**config.mk**
```make
export PLATFORM = sky130hd
export DESIGN_NAME = mem_bus_if
export DESIGN_NICKNAME = d
export VERILOG_FILES = /design/src/rtl/mem_bus_if.sv
export SDC_FILE = /design/constraint.sdc
export NUM_CORES = 1
export LEC_CHECK = 0
export BUFFER_PORTS_ARGS = -buffer_cell sky130_fd_sc_hd__buf_2
export CAP_MARGIN = 20
export CORE_MARGIN = 2
export CORE_UTILIZATION = 23
export CTS_CLUSTER_SIZE = 12
export DETAILED_ROUTE_END_ITERATION = 8
export PLACE_DENSITY = 0.51
export SYNTH_ARGS = -nofsm -noshare
export SYNTH_HDL_FRONTEND = slang
export SYNTH_SLANG_ARGS = --single-unit
export TNS_END_PERCENT = 1
```
**constraint.sdc**
```tcl
create_clock -name clk -period 4.8 [get_ports clk]
set_input_delay 0.24 -clock clk [delete_from_list [all_inputs] [get_ports clk]]
set_output_delay 0.24 -clock clk [all_outputs]
set_load 0.005 [all_outputs]
```
**src/rtl/mem_bus_if.sv**
```systemverilog
// mem_bus_if: bus master for the MEM stage's memory-mapped accesses.
// Turns a level-held MEM access strobe into a request / grant / address
// strobe / ready handshake on the shared bus. The pipeline is stalled while
// the access is in flight. Read data and a timeout error flag go back to MEM
// when the access ends.
module mem_bus_if #(
  parameter int unsigned TIMEOUT = 16  // WAIT cycles without ready before abort (1..255)
) (
  input  logic        clk,
  input  logic        reset,

  // MEM stage side
  input  logic        mem_as,
  input  logic        mem_rw,
  input  logic [31:0] mem_addr,
  input  logic [31:0] mem_wr_data,
  input  logic        flush,
  output logic        mem_busy,
  output logic [31:0] mem_rd_data,
  output logic        mem_err,

  // Shared bus side
  output logic        bus_req,
  input  logic        bus_grnt,
  output logic        bus_as,
  output logic        bus_rw,
  output logic [31:0] bus_addr,
  output logic [31:0] bus_wr_data,
  input  logic [31:0] bus_rd_data,
  input  logic        bus_rdy
);

  typedef enum logic [1:0] {
    S_IDLE,
    S_REQ,
    S_ACCESS,
    S_WAIT
  } state_t;

  // WAIT-cycle counter value seen in the last WAIT cycle that is allowed
  // before the abort fires.
  localparam logic [7:0] LAST_WAIT = 8'(TIMEOUT - 1);

  state_t      state;
  state_t      state_nxt;
  logic [7:0]  wait_cnt;
  logic [7:0]  wait_cnt_nxt;
  logic [31:0] rd_data_q;

  // Single-cycle events decoded from the current state and inputs.
  logic        start;     // IDLE accepts a new access
  logic        done;      // slave ready in ACCESS or WAIT
  logic        abort;     // timeout reached in WAIT

  // Next-state, stall and event decode.
  // NOTE: every signal assigned in this block gets a default first, so no
  // path leaves it unassigned and no latch is inferred.
  always_comb begin
    state_nxt    = state;
    wait_cnt_nxt = wait_cnt;
    start        = 1'b0;
    done         = 1'b0;
    abort        = 1'b0;
    mem_busy     = 1'b0;

    case (state)
      S_IDLE: begin
        // A flushed access never touches the bus.
        if (mem_as && !flush) begin
          start     = 1'b1;
          mem_busy  = 1'b1;
          state_nxt = S_REQ;
        end
      end

      S_REQ: begin
        // No timeout here: the arbiter will eventually grant.
        mem_busy = 1'b1;
        if (bus_grnt) begin
          state_nxt = S_ACCESS;
        end
      end

      S_ACCESS: begin
        if (bus_rdy) begin
          done      = 1'b1;
          state_nxt = S_IDLE;
        end else begin
          mem_busy     = 1'b1;
          wait_cnt_nxt = 8'd0;
          state_nxt    = S_WAIT;
        end
      end

      S_WAIT: begin
        // Ready wins over the timeout when both land in the same cycle.
        if (bus_rdy) begin
          done         = 1'b1;
          wait_cnt_nxt = 8'd0;
          state_nxt    = S_IDLE;
        end else if (wait_cnt == LAST_WAIT) begin
          abort        = 1'b1;
          wait_cnt_nxt = 8'd0;
          state_nxt    = S_IDLE;
        end else begin
          mem_busy     = 1'b1;
          wait_cnt_nxt = wait_cnt + 8'd1;
        end
      end

      default: begin
        state_nxt = S_IDLE;
      end
    endcase
  end

  // State and timeout counter registers.
  // NOTE: sequential state uses non-blocking assignments so every register
  // samples the values from before the clock edge.
  always_ff @(posedge clk or posedge reset) begin
    if (reset) begin
      state    <= S_IDLE;
      wait_cnt <= 8'd0;
    end else begin
      state    <= state_nxt;
      wait_cnt <= wait_cnt_nxt;
    end
  end

  // Capture the request when it is accepted. The bus address, direction and
  // write data hold from then until the next accepted access.
  always_ff @(posedge clk or posedge reset) begin
    if (reset) begin
      bus_rw      <= 1'b1;
      bus_addr    <= 32'd0;
      bus_wr_data <= 32'd0;
    end else if (start) begin
      bus_rw      <= mem_rw;
      bus_addr    <= mem_addr;
      bus_wr_data <= mem_wr_data;
    end
  end

  // Returned read data: loaded on a read completion, cleared on abort.
  always_ff @(posedge clk or posedge reset) begin
    if (reset) begin
      rd_data_q <= 32'd0;
    end else if (abort) begin
      rd_data_q <= 32'd0;
    end else if (done && bus_rw) begin
      rd_data_q <= bus_rd_data;
    end
  end

  // Bus control is decoded from state only, with no combinational path
  // from any bus input.
  assign bus_req = (state != S_IDLE);
  assign bus_as  = (state == S_ACCESS);

  // MEM-side results. Read data bypasses the register in the completion
  // cycle so MEM sees it without an extra stall cycle.
  assign mem_err     = abort;
  assign mem_rd_data = (done && bus_rw) ? bus_rd_data : rd_data_q;

endmodule

```
# --- Word level (Yosys, flattened, before mapping) ---
# Index checks and enable logic that the tools add are counted.
totals:
  out_inout_bits: 101
  reg_bits: 107
  inputBits: 103
  elab_cells: 47
op_classes:
  eq_ne: 8
  reduce_logical: 9
  add_sub_neg: 1
  mux: 23
ops:
  columns: ["operator", "count"]
  rows:
  - ["$mux W32", 2]
  - ["$mux W8", 3]
  - ["$pmux W8 S2", 1]
  - ["$mux W1", 10]
  - ["$mux W2", 5]
  - ["$add A8 B1 Y8 const B", 1]
  - ["$eq A8 B4 Y1 const B", 1]
  - ["$pmux W2 S4", 1]
  - ["$ne A2 B2 Y1 const B", 3]
  - ["$eq A2 B2 Y1 const B", 2]
  - ["$pmux W1 S4", 1]
  - ["$reduce_bool A2 Y1", 2]
  - ["$ne A3 B3 Y1 const B", 1]
  - ["$reduce_and A3 Y1", 1]
  - ["$eq A2 B1 Y1 const B", 1]
  - ["$logic_and A1 B1 Y1", 2]
  - ["$logic_not A2 Y1", 1]
  - ["$reduce_and A2 Y1", 1]
  - ["$reduce_or A2 Y1", 1]
  - ["$logic_not A1 Y1", 1]

# --- Logic depth before layout (Yosys ltp) ---
logic_depth:
  depth_word: 6
  ltp_mapped: 7
  depth_no_buf: 5

# --- Worst setup path after synthesis ---
# No wires, ideal clock.
synth_path:
  kind: "register -> register"
  start: "register wait_cnt[0]"
  end: "register wait_cnt[3]"
  setup_time_ns: 0.083
  setup_slack_ns: 3.205
  path_stages_with_launch: 6
  arrival_time_ns: 1.513
  period_less_slack_ns: 1.595
  cell_sequence: "dfrtp_1 ha_1 and3_1 a21o_1 or4_1 o21ai_0"
synth_via:
  elab_chain_cells: 4
  elab_cells_between_ends: 5
  cone_classes: "1 x add/sub; 1 x eq/ne; 3 x mux"
synth_rtl:
  columns: ["item", "line_no", "rtl"]
  rows:
  - ["start, declared", "46", "logic [7:0] wait_cnt;"]
  - ["start signal, assigned", "126", "wait_cnt <= wait_cnt_nxt;"]
  - ["$add A8 B1 Y8 or $eq A8 B4 Y1 (tied branches)", "107, 101", null]
  - ["$mux W8 *", "101", "end else if (wait_cnt == LAST_WAIT) begin"]
  - ["$mux W8 *", "97", "if (bus_rdy) begin"]
  - ["$pmux W8 S2 *", "66", "case (state)"]
# Every way passes the cells marked *; elsewhere a longest branch is shown, timed or not.
# A chain may end at the register's enable or synchronous reset.

# --- Worst setup path after layout ---
layout_path:
  start: "register state[1]"
  end: "output mem_rd_data[27]"
layout_via:
  elab_chain_cells: 5
  elab_cells_between_ends: 6
  cone_classes: "2 x eq/ne; 2 x mux; 2 x reduce/logical"
layout_rtl:
  columns: ["item", "line_no", "rtl"]
  rows:
  - ["start, declared", "44", "state_t state;"]
  - ["start signal, assigned", "125", "state <= state_nxt;"]
  - ["$eq A2 B2 Y1", "66", null]
  - ["$reduce_or A2 Y1 (no line) *", null, null]
  - ["$mux W1 *", null, null]
  - ["$logic_and A1 B1 Y1 *", "163", "assign mem_rd_data = (done && bus_rw) ? bus_rd_data : rd_data_q;"]
  - ["$mux W32 *", null, null]
  - ["end, declared", "19", "output logic [31:0] mem_rd_data,"]
# Marked as above.

==> results.toml <==
[status]
status = "complete, no violations"

[critical_path]
crit_fanout = 32
crit_chain = "nand3_2 -> mux2_2 -> buf_2"
cp-start-kind = "flip-flop"
crit_slowest_cell = "nand3_2"
crit_required_ps = 4560
crit_path_end_kind = "primary output"
cp_top_family = "simple AND/OR/NAND/NOR gates"
path_class = "reg2out"
critical_path.max_stage_delay_ps = 780
worstPathArrival_ps = 2440
crit_buf_inv = 1

[sta]
clock_skew_ps = 5.978
worst_slew_pin_slew_ps = 904.0
finalHoldViolCount = 0
setup_viol = 0
slew_violations = 0
period_share = 0.5587
rsz0062_at_grt = "false"
slew_headroom = 0.3967
tns_ps = 0
period_minus_slack_ps = 2682
clock.fmax_mhz = 372.9

[finish]
final_util = 0.3174
drive_above_1_share = 0.5407
num_antenna_cells = 0
nFillCells = 1912
area_growth_pct = 34.45
nNetsFinal = 615
multi_input_area_um2 = 1639
seq_area_um2 = 2679

[grt]
first_global_vias = 3133
overflow = 0
grt_pass1_wl_um = 15760
grt_usage = 0.09865
antenna_found_initial = 0
grt_max_degree = 66

[die]
boundaryPins = 204
start_util = 0.2361
die_x_um = 143.0
core_um2 = 18830
rows = 50
die_h_um = 143.0
die_area_um2 = 20460

[synthesis]
ys_async_sr_fraction = 1.000
ys.warnings.count = 0
yosys-top-cells-area = "dfrtp_1, mux2_1, mux2_2, nor2b_1, buf_6"
synthAdderAreaFrac = 0.002815
ys.flop_type = "dfrtp_1"
synthTopCellsByCount = "dfrtp_1, mux2_1, mux2_2"
syn_inst = 309
synth_edf_count = 0
synth_fp_nets = 413
yosys.area.top_type = "dfrtp_1"
yosysUniqueCellTypes = 37
yosys.area_share.simple = 0.08641
netlist.area_leader.share = 0.5967
yosysMostFrequentCell = "dfrtp_1"
avgSynthCellArea_um2 = 14.39
synth_seq_area_share = 0.6026
synth-seq-cells = 107
syn-cell-area_um2 = 4446
synthMuxAreaShare = 0.2480
synth_top_family_by_area = "multiplexers"
synth_compound_gate_area_share = 0.02843
synth_xor_area_frac = 0.001970

[cts]
path_clk_slew_ps = 70
insertion_delay_ps = 340
cts_root_buf = "clkbuf_16"
ctsResizeCount = 0
clock-sinks = 107
htreeDepth = 3
cts.path.max_buffers = 2
cts_tree = "built"
cts_buffers = 9

[power]
ir_worst_vdd_v = 0.0003186
comb_power_share = 0.362
cellPowerDensity_nw_per_um2 = 583.4
power_leakage_nw = 2.915
netSwitchingFraction = 0.3057
p_seq_frac = 0.438
p_sw_mw = 1.066
p_clk_frac = 0.200
p_int_mw = 2.421

[drt]
via_count = 3119
wire_per_inst_um = 13.17
ant_nets = 0
drc_errors = 0
drtPass1Iterations = 4
drt_iter0_drc = 61
via_per_inst = 4.019
wirelength_um = 10220

[placement]
gp_congestion = 0.7165
port_buffers = 203
dp_hpwl_um = 7459

[worst_hold_path]
hold_path.class = "in2reg"

[job]
drv_cap = 0
[final timing paths]
path / from / to / slack (ps) / depth (start not counted)
max: state[1]$_DFFE_PP0P_ / mem_rd_data[27] / 2120 / 3
min: mem_addr[22] / bus_addr[22]$_DFFE_PP0P_ / 110 / 2
max reg2reg: state[1]$_DFFE_PP0P_ / rd_data_q[27]$_DFF_PP0_ / 2560 / 3
min reg2reg: bus_addr[26]$_DFFE_PP0P_ / bus_addr[26]$_DFFE_PP0P_ / 480 / 1
max in group asynchronous: reset / bus_wr_data[0]$_DFFE_PP0P_ / 3060 / 4
min in group asynchronous: reset / bus_wr_data[21]$_DFFE_PP0P_ / 500 / 3
[per-stage QoR]
step | cells | setup slack (ps) | hold WS [ps] | total power [mW] | area (um^2)
6_report | 776 | 2118 | 106.8 | 3.487 | 5977
5_1_grt | 776 | 1917 | 85.51 | 3.767 | 5977
3_3_place_gp | 759 | 2563 | 338.0 | 2.807 | 5692
3_5_place_dp | 759 | 2459 | 351.3 | 2.841 | 5692
2_1_floorplan | 309 | 1744 | 374.7 | 2.234 | 4446
4_1_cts | 776 | 2067 | 87.33 | 3.568 | 5977
[timing repair]
action,4_1_cts,5_1_grt
buffers inserted,0,0
hold endpoints to repair,45,0
hold buffers,1,0
endpoints found under the setup margin,0,0
[cells in the final DEF, fill, tap and decap left out, types with 2 or more instances in the layout]
| cell type | Yosys | routed |
|---|---|---|
| buf_2 | 7 | 203 |
| dfrtp_1 | 106 | 106 |
| mux2_1 | 50 | 50 |
| mux2_2 | 47 | 47 |
| nor2b_1 | 32 | 32 |
| o21ai_0 | 10 | 10 |
| clkbuf_16 | 0 | 9 |
| nand2_1 | 8 | 8 |
| a21oi_1 | 5 | 5 |
| nor2_1 | 3 | 3 |
| clkinv_2 | 0 | 3 |
| inv_6 | 0 | 3 |
| nand2b_1 | 2 | 2 |
| nor2_4 | 1 | 2 |
| and3_1 | 2 | 2 |
| a21o_1 | 2 | 2 |
| inv_1 | 3 | 2 |
| nand3_1 | 2 | 2 |
| or2_2 | 2 | 2 |
| buf_4 | 2 | 2 |
[final cells by class]
cell class,instances,share of cell area
Inverter,4,0.002931
Clock inverter,7,0.008373
Multi-Input combinational cell,183,0.2742
Sequential cell,107,0.4482
Tap cell,260,0.05443
Clock buffer,9,0.03768
Timing Repair Buffer,206,0.1742
[cell families (layout without fill, tap and decap cells)]
| kind of cell | after synthesis | after routing |
|---|---|---|
| XOR/XNOR | 1 | 1 |
| buffers and inverters | 19 | 226 |
| adder cells (fa/ha/maj) | 1 | 1 |
| AND/OR/NAND/NOR | 61 | 61 |
| flip-flops | 107 | 107 |
| AO/OA/AOI/OAI | 22 | 22 |
| multiplexers | 98 | 98 |
[per-layer routing]
layer | GRT usage | wire length [um] | up-vias
li1 | - | - | 1464
met1 | 0.1182 | 4433 | 1526
met2 | 0.1685 | 4936 | 120
met3 | 0.03454 | 708 | 9
met4 | 0.02606 | 141 | 0
met5 | 0 | 0 | -
[power by group through the flow]
stage               Combinational, mW  Sequential, mW  Clock, mW
floorplan                       0.707            1.53          0
global placement                 1.27            1.53          0
detailed placement               1.29            1.55          0
CTS                              1.30            1.53      0.738
global route                     1.41            1.59      0.777
finish                           1.26            1.53      0.698
[flip-flops by register name, summed over array words and instances, names as in the netlist]
register	count
bus_wr_data	32
wait_cnt	8
state	2
bus_rw	1
bus_addr	32
rd_data_q	32
[worst register-to-register path, stage by stage (launching register included)]
cell	delay (ps)
dfrtp_1	590
nand3_2	780
mux2_2	600
nor2b_1	140
Note: power is estimated with default switching activity, not from simulation.
